$ cat config.mk
export PLATFORM = sky130hd
export DESIGN_NAME = nvram_restore_flat
export DESIGN_NICKNAME = d
export VERILOG_FILES = /design/src/rtl/nvram_restore_if.sv /design/src/rtl/nvram_restore.sv /design/src/flat_wrapper.sv
export SDC_FILE = /design/constraint.sdc
export NUM_CORES = 2
export LEC_CHECK = 0
export ABC_AREA = 0
export CORE_ASPECT_RATIO = 1.2
export CORE_UTILIZATION = 45
export DETAILED_ROUTE_END_ITERATION = 7
export SETUP_SLACK_MARGIN = 0.3
export SLEW_MARGIN = 20
export SYNTH_ARGS = -nofsm -noshare
export SYNTH_HDL_FRONTEND = slang
export SYNTH_SLANG_ARGS = --single-unit
$ cat constraint.sdc
create_clock -name clk -period 4.9 [get_ports clk]
set_input_delay 1.47 -clock clk [delete_from_list [all_inputs] [get_ports clk]]
set_output_delay 1.47 -clock clk [all_outputs]
set_load 0.03 [all_outputs]
$ cat src/rtl/nvram_restore_if.sv
// ioctl download channel plus game-RAM write port and CPU pause handshake
// shared between the platform bridge and the NVRAM restore block.
interface nvram_restore_if #(
   parameter int DUMPWIDTH = 8
);
   logic                 core_reset;
   logic                 paused;
   logic                 ioctl_download;
   logic                 ioctl_wr;
   logic [24:0]          ioctl_addr;
   logic [7:0]           ioctl_index;
   logic [7:0]           ioctl_dout;
   logic [DUMPWIDTH-1:0] nvram_address;
   logic [7:0]           nvram_data_in;
   logic                 nvram_we;
   logic                 pause_cpu;
   logic                 restore_done;

   modport slave (
      input  core_reset, paused, ioctl_download, ioctl_wr, ioctl_addr, ioctl_index, ioctl_dout,
      output nvram_address, nvram_data_in, nvram_we, pause_cpu, restore_done
   );

   modport master (
      output core_reset, paused, ioctl_download, ioctl_wr, ioctl_addr, ioctl_index, ioctl_dout,
      input  nvram_address, nvram_data_in, nvram_we, pause_cpu, restore_done
   );
endinterface

$ cat src/rtl/nvram_restore.sv
// Buffers an NVRAM/hiscore dump from the ioctl channel and, after core reset
// release plus a hold-off, pauses the CPU and replays the bytes into game RAM.
module nvram_restore #(
   parameter int          DUMPWIDTH    = 8,
   parameter logic [7:0]  DUMPINDEX    = 8'd3,
   parameter int unsigned PAUSEPAD     = 4,
   parameter logic [31:0] RESTOREDELAY = 32'd1024
) (
   input  logic            clk,
   input  logic            reset_n,
   nvram_restore_if.slave  bus
);
   localparam int DEPTH = 1 << DUMPWIDTH;
   localparam logic [DUMPWIDTH:0]   LEN_ONE = 1;
   localparam logic [DUMPWIDTH-1:0] IDX_ONE = 1;

   typedef enum logic [2:0] {
      S_IDLE, S_HOLDOFF, S_PAUSE_PRE, S_READ, S_WRITE, S_PAUSE_POST, S_DONE
   } state_t;

   state_t               state_q, state_d;
   logic [31:0]          timer_q, timer_d;
   logic [DUMPWIDTH-1:0] idx_q, idx_d;
   logic [DUMPWIDTH:0]   dump_length_q, dump_length_d;
   logic                 dump_valid_q, dump_valid_d;
   logic                 pending_q, pending_d;
   logic                 dl_act_q, core_reset_q;
   logic [7:0]           buf_mem [DEPTH];
   logic [7:0]           rd_q;

   logic                 dl_act, dl_start, dl_end, cr_fall, cap_wr;
   logic [DUMPWIDTH:0]   wr_len;

   assign dl_act   = bus.ioctl_download && (bus.ioctl_index == DUMPINDEX);
   assign dl_start = dl_act & ~dl_act_q;
   assign dl_end   = dl_act_q & ~bus.ioctl_download;
   assign cr_fall  = core_reset_q & ~bus.core_reset;
   // Bytes beyond the buffer window are dropped rather than aliased.
   assign cap_wr   = dl_act && bus.ioctl_wr && (bus.ioctl_addr[24:DUMPWIDTH] == '0);
   assign wr_len   = {1'b0, bus.ioctl_addr[DUMPWIDTH-1:0]} + LEN_ONE;

   always_ff @(posedge clk) begin
      if (cap_wr) buf_mem[bus.ioctl_addr[DUMPWIDTH-1:0]] <= bus.ioctl_dout;
      rd_q <= buf_mem[idx_q];
   end

   always_comb begin
      dump_length_d = dl_start ? '0 : dump_length_q;
      dump_valid_d  = dump_valid_q;
      pending_d     = pending_q;
      if (cap_wr && (wr_len > dump_length_d)) dump_length_d = wr_len;
      if (dl_start) begin
         dump_valid_d = 1'b0;
         pending_d    = 1'b0;
      end
      if (dl_end && (dump_length_q != '0)) begin
         dump_valid_d = 1'b1;
         pending_d    = 1'b1;
      end
      // A core reset wipes game RAM, so a held dump must be replayed.
      if (cr_fall && dump_valid_q) pending_d = 1'b1;
      if (state_q == S_DONE) pending_d = 1'b0;
   end

   always_comb begin
      state_d = state_q;
      timer_d = timer_q;
      idx_d   = idx_q;
      case (state_q)
         S_IDLE:
            if (pending_q && !bus.core_reset && !dl_act) begin
               timer_d = RESTOREDELAY;
               state_d = S_HOLDOFF;
            end
         S_HOLDOFF:
            if (timer_q == '0) begin
               timer_d = PAUSEPAD;
               state_d = S_PAUSE_PRE;
            end else timer_d = timer_q - 32'd1;
         S_PAUSE_PRE:
            if (timer_q == '0) begin
               idx_d   = '0;
               state_d = S_READ;
            end else if (bus.paused) timer_d = timer_q - 32'd1;
         S_READ:  state_d = S_WRITE;
         S_WRITE:
            if ({1'b0, idx_q} == (dump_length_q - LEN_ONE)) begin
               timer_d = PAUSEPAD;
               state_d = S_PAUSE_POST;
            end else begin
               idx_d   = idx_q + IDX_ONE;
               state_d = S_READ;
            end
         S_PAUSE_POST:
            if (timer_q == '0) state_d = S_DONE;
            else timer_d = timer_q - 32'd1;
         S_DONE:  state_d = S_IDLE;
         default: state_d = S_IDLE;
      endcase
      if ((state_q != S_IDLE) && (bus.core_reset || dl_start)) state_d = S_IDLE;
   end

   always_ff @(posedge clk or negedge reset_n) begin
      if (!reset_n) begin
         state_q       <= S_IDLE;
         timer_q       <= '0;
         idx_q         <= '0;
         dump_length_q <= '0;
         dump_valid_q  <= 1'b0;
         pending_q     <= 1'b0;
         dl_act_q      <= 1'b0;
         core_reset_q  <= 1'b0;
      end else begin
         state_q       <= state_d;
         timer_q       <= timer_d;
         idx_q         <= idx_d;
         dump_length_q <= dump_length_d;
         dump_valid_q  <= dump_valid_d;
         pending_q     <= pending_d;
         dl_act_q      <= dl_act;
         core_reset_q  <= bus.core_reset;
      end
   end

   assign bus.pause_cpu     = (state_q == S_PAUSE_PRE) || (state_q == S_READ) ||
                              (state_q == S_WRITE) || (state_q == S_PAUSE_POST);
   assign bus.nvram_we      = (state_q == S_WRITE);
   assign bus.nvram_address = (state_q == S_WRITE) ? idx_q : '0;
   assign bus.nvram_data_in = (state_q == S_WRITE) ? rd_q : 8'h00;
   assign bus.restore_done  = (state_q == S_DONE);
endmodule

$ cat src/flat_wrapper.sv
// flat-port wrapper written by rule: the top's interface ports become plain ports
module nvram_restore_flat 
#(
   parameter int          DUMPWIDTH    = 8,
   parameter logic [7:0]  DUMPINDEX    = 8'd3,
   parameter int unsigned PAUSEPAD     = 4,
   parameter logic [31:0] RESTOREDELAY = 32'd1024
)
  (clk, reset_n, bus_core_reset, bus_paused, bus_ioctl_download, bus_ioctl_wr, bus_ioctl_addr, bus_ioctl_index, bus_ioctl_dout, bus_nvram_address, bus_nvram_data_in, bus_nvram_we, bus_pause_cpu, bus_restore_done);
  nvram_restore_if #(.DUMPWIDTH(DUMPWIDTH)) bus_i ();
  input  logic clk;
  input  logic reset_n;
  input wire logic [$bits(bus_i.core_reset)-1:0] bus_core_reset;
  input wire logic [$bits(bus_i.paused)-1:0] bus_paused;
  input wire logic [$bits(bus_i.ioctl_download)-1:0] bus_ioctl_download;
  input wire logic [$bits(bus_i.ioctl_wr)-1:0] bus_ioctl_wr;
  input wire logic [$bits(bus_i.ioctl_addr)-1:0] bus_ioctl_addr;
  input wire logic [$bits(bus_i.ioctl_index)-1:0] bus_ioctl_index;
  input wire logic [$bits(bus_i.ioctl_dout)-1:0] bus_ioctl_dout;
  output wire logic [$bits(bus_i.nvram_address)-1:0] bus_nvram_address;
  output wire logic [$bits(bus_i.nvram_data_in)-1:0] bus_nvram_data_in;
  output wire logic [$bits(bus_i.nvram_we)-1:0] bus_nvram_we;
  output wire logic [$bits(bus_i.pause_cpu)-1:0] bus_pause_cpu;
  output wire logic [$bits(bus_i.restore_done)-1:0] bus_restore_done;
  assign bus_i.core_reset = bus_core_reset;
  assign bus_i.paused = bus_paused;
  assign bus_i.ioctl_download = bus_ioctl_download;
  assign bus_i.ioctl_wr = bus_ioctl_wr;
  assign bus_i.ioctl_addr = bus_ioctl_addr;
  assign bus_i.ioctl_index = bus_ioctl_index;
  assign bus_i.ioctl_dout = bus_ioctl_dout;
  assign bus_nvram_address = bus_i.nvram_address;
  assign bus_nvram_data_in = bus_i.nvram_data_in;
  assign bus_nvram_we = bus_i.nvram_we;
  assign bus_pause_cpu = bus_i.pause_cpu;
  assign bus_restore_done = bus_i.restore_done;
  nvram_restore #(.DUMPWIDTH(DUMPWIDTH), .DUMPINDEX(DUMPINDEX), .PAUSEPAD(PAUSEPAD), .RESTOREDELAY(RESTOREDELAY)) u_core (.clk(clk), .reset_n(reset_n), .bus(bus_i));
endmodule
==> run metrics <==
run status finished, final reports clean; Final Total Pwr 42.7 mW; Post-synth EDFFs around 2,000; Final Util 0.528; TNS Setup 0 ns; CP Launch Point u_core.idx_q[0]$_DFFE_PN0P_; Detailed Place HPWL between 100 and 150 mm; fin crit share 0.903; Synthesis Warnings 0; worst-case clock skew 0.0399 ns; Crit path top cell by count buf_12; Cells after DPL just under 7,000; worst slew pin tran between 1 and 1.5 ns; Post-synth ARST share 0.0265; flops & latches, synth about 2,100; area grow syn2layout 16.7%; critical-path cell list buf_12 -> buf_12 -> and2_1 -> clkdlybuf4s50_1; clk slew on worst S/H paths 0.06 ns; DR DRC count 0; largest net degree at the start of global routing between 100 and 150; R2R Setup Slk around 0.78 ns; share of layout cells above drive strength 1 0.273; H-tree depth 4; sequential area share after synthesis 0.760; Crit. End Element primary output; core area about 180,000 sq um; global route overflow 0; max incr delay on CP between 0.7 and 0.8 ns; CP Data Arrival Time between 2 and 3 ns; post-synthesis xor/xnor area fraction 0.00232; Mapped Area 83,000 sq um; commonest cells in the netlist edfxtp_1 (2,048), mux4_2 (452), nor2_1 (331); # port buffers 65; # fillers 14,304; synth unique cells slightly below 80; CTS tree yes; area share of the largest cell type after synthesis 0.741; RePlAce Congestion between 0.8 and 0.9; critical path class reg -> out; unrepaired setup endpoints after global routing no; Storage cell area ~63,000 sq um; Ports 66; cells taking the most area after synthesis edfxtp_1 (74%), mux4_2 (12%), mux2i_1 (1.8%), dfrtp_1 (1.7%), nor2_1 (1.5%); mux cell area share after synthesis 0.142; Routed WL per cell 30.4 um; CP Launch Type register; slowest library cell on the worst path dfrtp_4; worst hold path class reg -> reg; Sink Count 2,112; Leak around 31 nW; RR Endpoint u_core.rd_q[5]$_DFF_P_; Power per Cell Area roughly 440 nW/um^2; main combinational cell family by area after synthesis multiplexers; DRT Pass-1 Iters 5; Worst Slack Setup Final about 0.48 ns; clk_lat worst skew 0.86 ns; dominant synthesized flop cell edfxtp_1; multi-input gate area in the final layout approximately 19,000 sq um; Syn Area/Cell roughly 20 sq um; non-filler cells, final about 7,300; WP data required roughly 3.4 ns; final setup fails 0; Net Count, Synth 4,237; initial core utilization 0.453; number of core rows 172; Die Footprint 186,000 sq um; count leader, synth edfxtp_1; reg2reg start u_core.idx_q[1]$_DFFE_PN0P_; post-synthesis cell count ~4,200; hold depth 1; CTS Hold Buffers Added 0; first-pass GRT wire length approximately 320 mm; Routed WL ~220 mm; Final min period 4.42 ns; Root Buffer clkbuf_16; DRT antenna net count 0; Layout Nets 4,787; Simple-Gate Fraction of Synth Area 0.0346; pre-CTS WS ~0.060 ns; Max rail drop VDD 0.348 mV; Synth area leader edfxtp_1; CP max FO 23; die span in x ~400 um; Slew headroom 0.278; Fin. Hold Viols 0; initial antenna violation count 9; CTS Buffer Depth 3; compound-cell area share of the yosys netlist 0.0427; GRT Resource Usage Total 0.239; crit path capture bus_nvram_address[0]; Initial DRC Count 4,949; Synth Area in Adders 0.00256; die height 472 um; max-cap violations 0; CTS Buf Count around 200; r2r worst-path depth 10; vias per cell roughly 6; vias in the first global route around 44,000; Fmax achieved between 200 and 250 MHz; Max Slew Vio Count 0; Vias around 44,000
[worst max-delay path: cells and delay by family, from the launching register on]
kind                   cells  cell delay, ns
AND/OR/NAND/NOR            1            0.16
flip-flops                 1            0.72
buffers and inverters      3            1.20
[logic make-up after synthesis]
group / Yosys count
and+or+nand+nor: 629
adders and majority gates: 17
xor gates and xnor gates: 22
muxes: 608
buffers and inverters: 282
AOI/OAI and AO/OA: 503
DFF: 2112
[per-layer routing]
metal	part of all wire	vias up	track usage
met1	0.40	23333	0.326
met2	0.49	1910	0.394
met4	0.031	2	0.0771
li1	-	18390	-
met3	0.077	336	0.0406
met5	0.000058	-	0
[power by group]
part           switching [mW]  total (mW)  internal [mW]
sequential              0.245        20.2           19.9
clock                    6.67        15.6           8.96
combinational            3.59        6.86           3.27
[stage by stage]
| stage | hold slack, ns | cell area (sq um) |
|---|---|---|
| final | 0.485 | 96800 |
| after global routing | 0.510 | 96800 |
| after CTS | 0.484 | 96700 |
| after detailed placement | 0.474 | 90100 |
| after global placement | 0.460 | 90100 |
| after floorplan | 0.441 | 83000 |
[repair_timing]
action                                  in CTS  in global routing
resized for setup                            1                  0
pin swaps                                    0                  1
setup buffers                                2                  2
endpoints found under the setup margin      15                 13
[worst min path at each step]
stage	from	to
3_5_place_dp	u_core.timer_q[31]$_DFFE_PN0P_	u_core.timer_q[31]$_DFFE_PN0P_
4_1_cts	u_core.timer_q[31]$_DFFE_PN0P_	u_core.timer_q[31]$_DFFE_PN0P_
5_1_grt	u_core.dump_valid_q$_DFFE_PN0P_	u_core.dump_valid_q$_DFFE_PN0P_
3_3_place_gp	u_core.dump_valid_q$_DFFE_PN0P_	u_core.dump_valid_q$_DFFE_PN0P_
6_report	u_core.timer_q[30]$_DFFE_PN0P_	u_core.timer_q[30]$_DFFE_PN0P_
2_1_floorplan	u_core.timer_q[31]$_DFFE_PN0P_	u_core.timer_q[31]$_DFFE_PN0P_
[layout by cell type, fill, tap and decap left out, drive strengths merged, types with 19 or more instances in the layout]
cell,n
edfxtp,2048
buf,541
mux4,452
nor2,331
clkbuf,257
mux2i,152
a22oi,109
nand2,93
a21oi,86
clkinv,79
a221oi,67
o21ai,60
clkdlybuf4s50,56
dfrtp,56
nor3,48
a22o,36
a31oi,32
inv,32
nand3,29
o22ai,28
and2,25
bufinv,24
nor2b,19
[state kept, by name, indices dropped and copies added, names as in the netlist]
register,count
u_core.timer_q,32
u_core.dl_act_q,1
u_core.buf_mem,2048
u_core.idx_q,8
u_core.pending_q,1
u_core.state_q,3
u_core.core_reset_q,1
u_core.rd_q,8
u_core.dump_length_q,9
u_core.dump_valid_q,1
[final cells by class]
cell class | instances | share of cell area
inverter | 24 | 0.000944
clock inverter | 121 | 0.0129
sequential | 2112 | 0.652
tap | 2436 | 0.0315
timing repair buffer | 605 | 0.0551
multi-input combinational | 1779 | 0.193
antenna | 4 | 0.000103
clock buffer | 249 | 0.0549
Power figures use the tool's default switching activity.
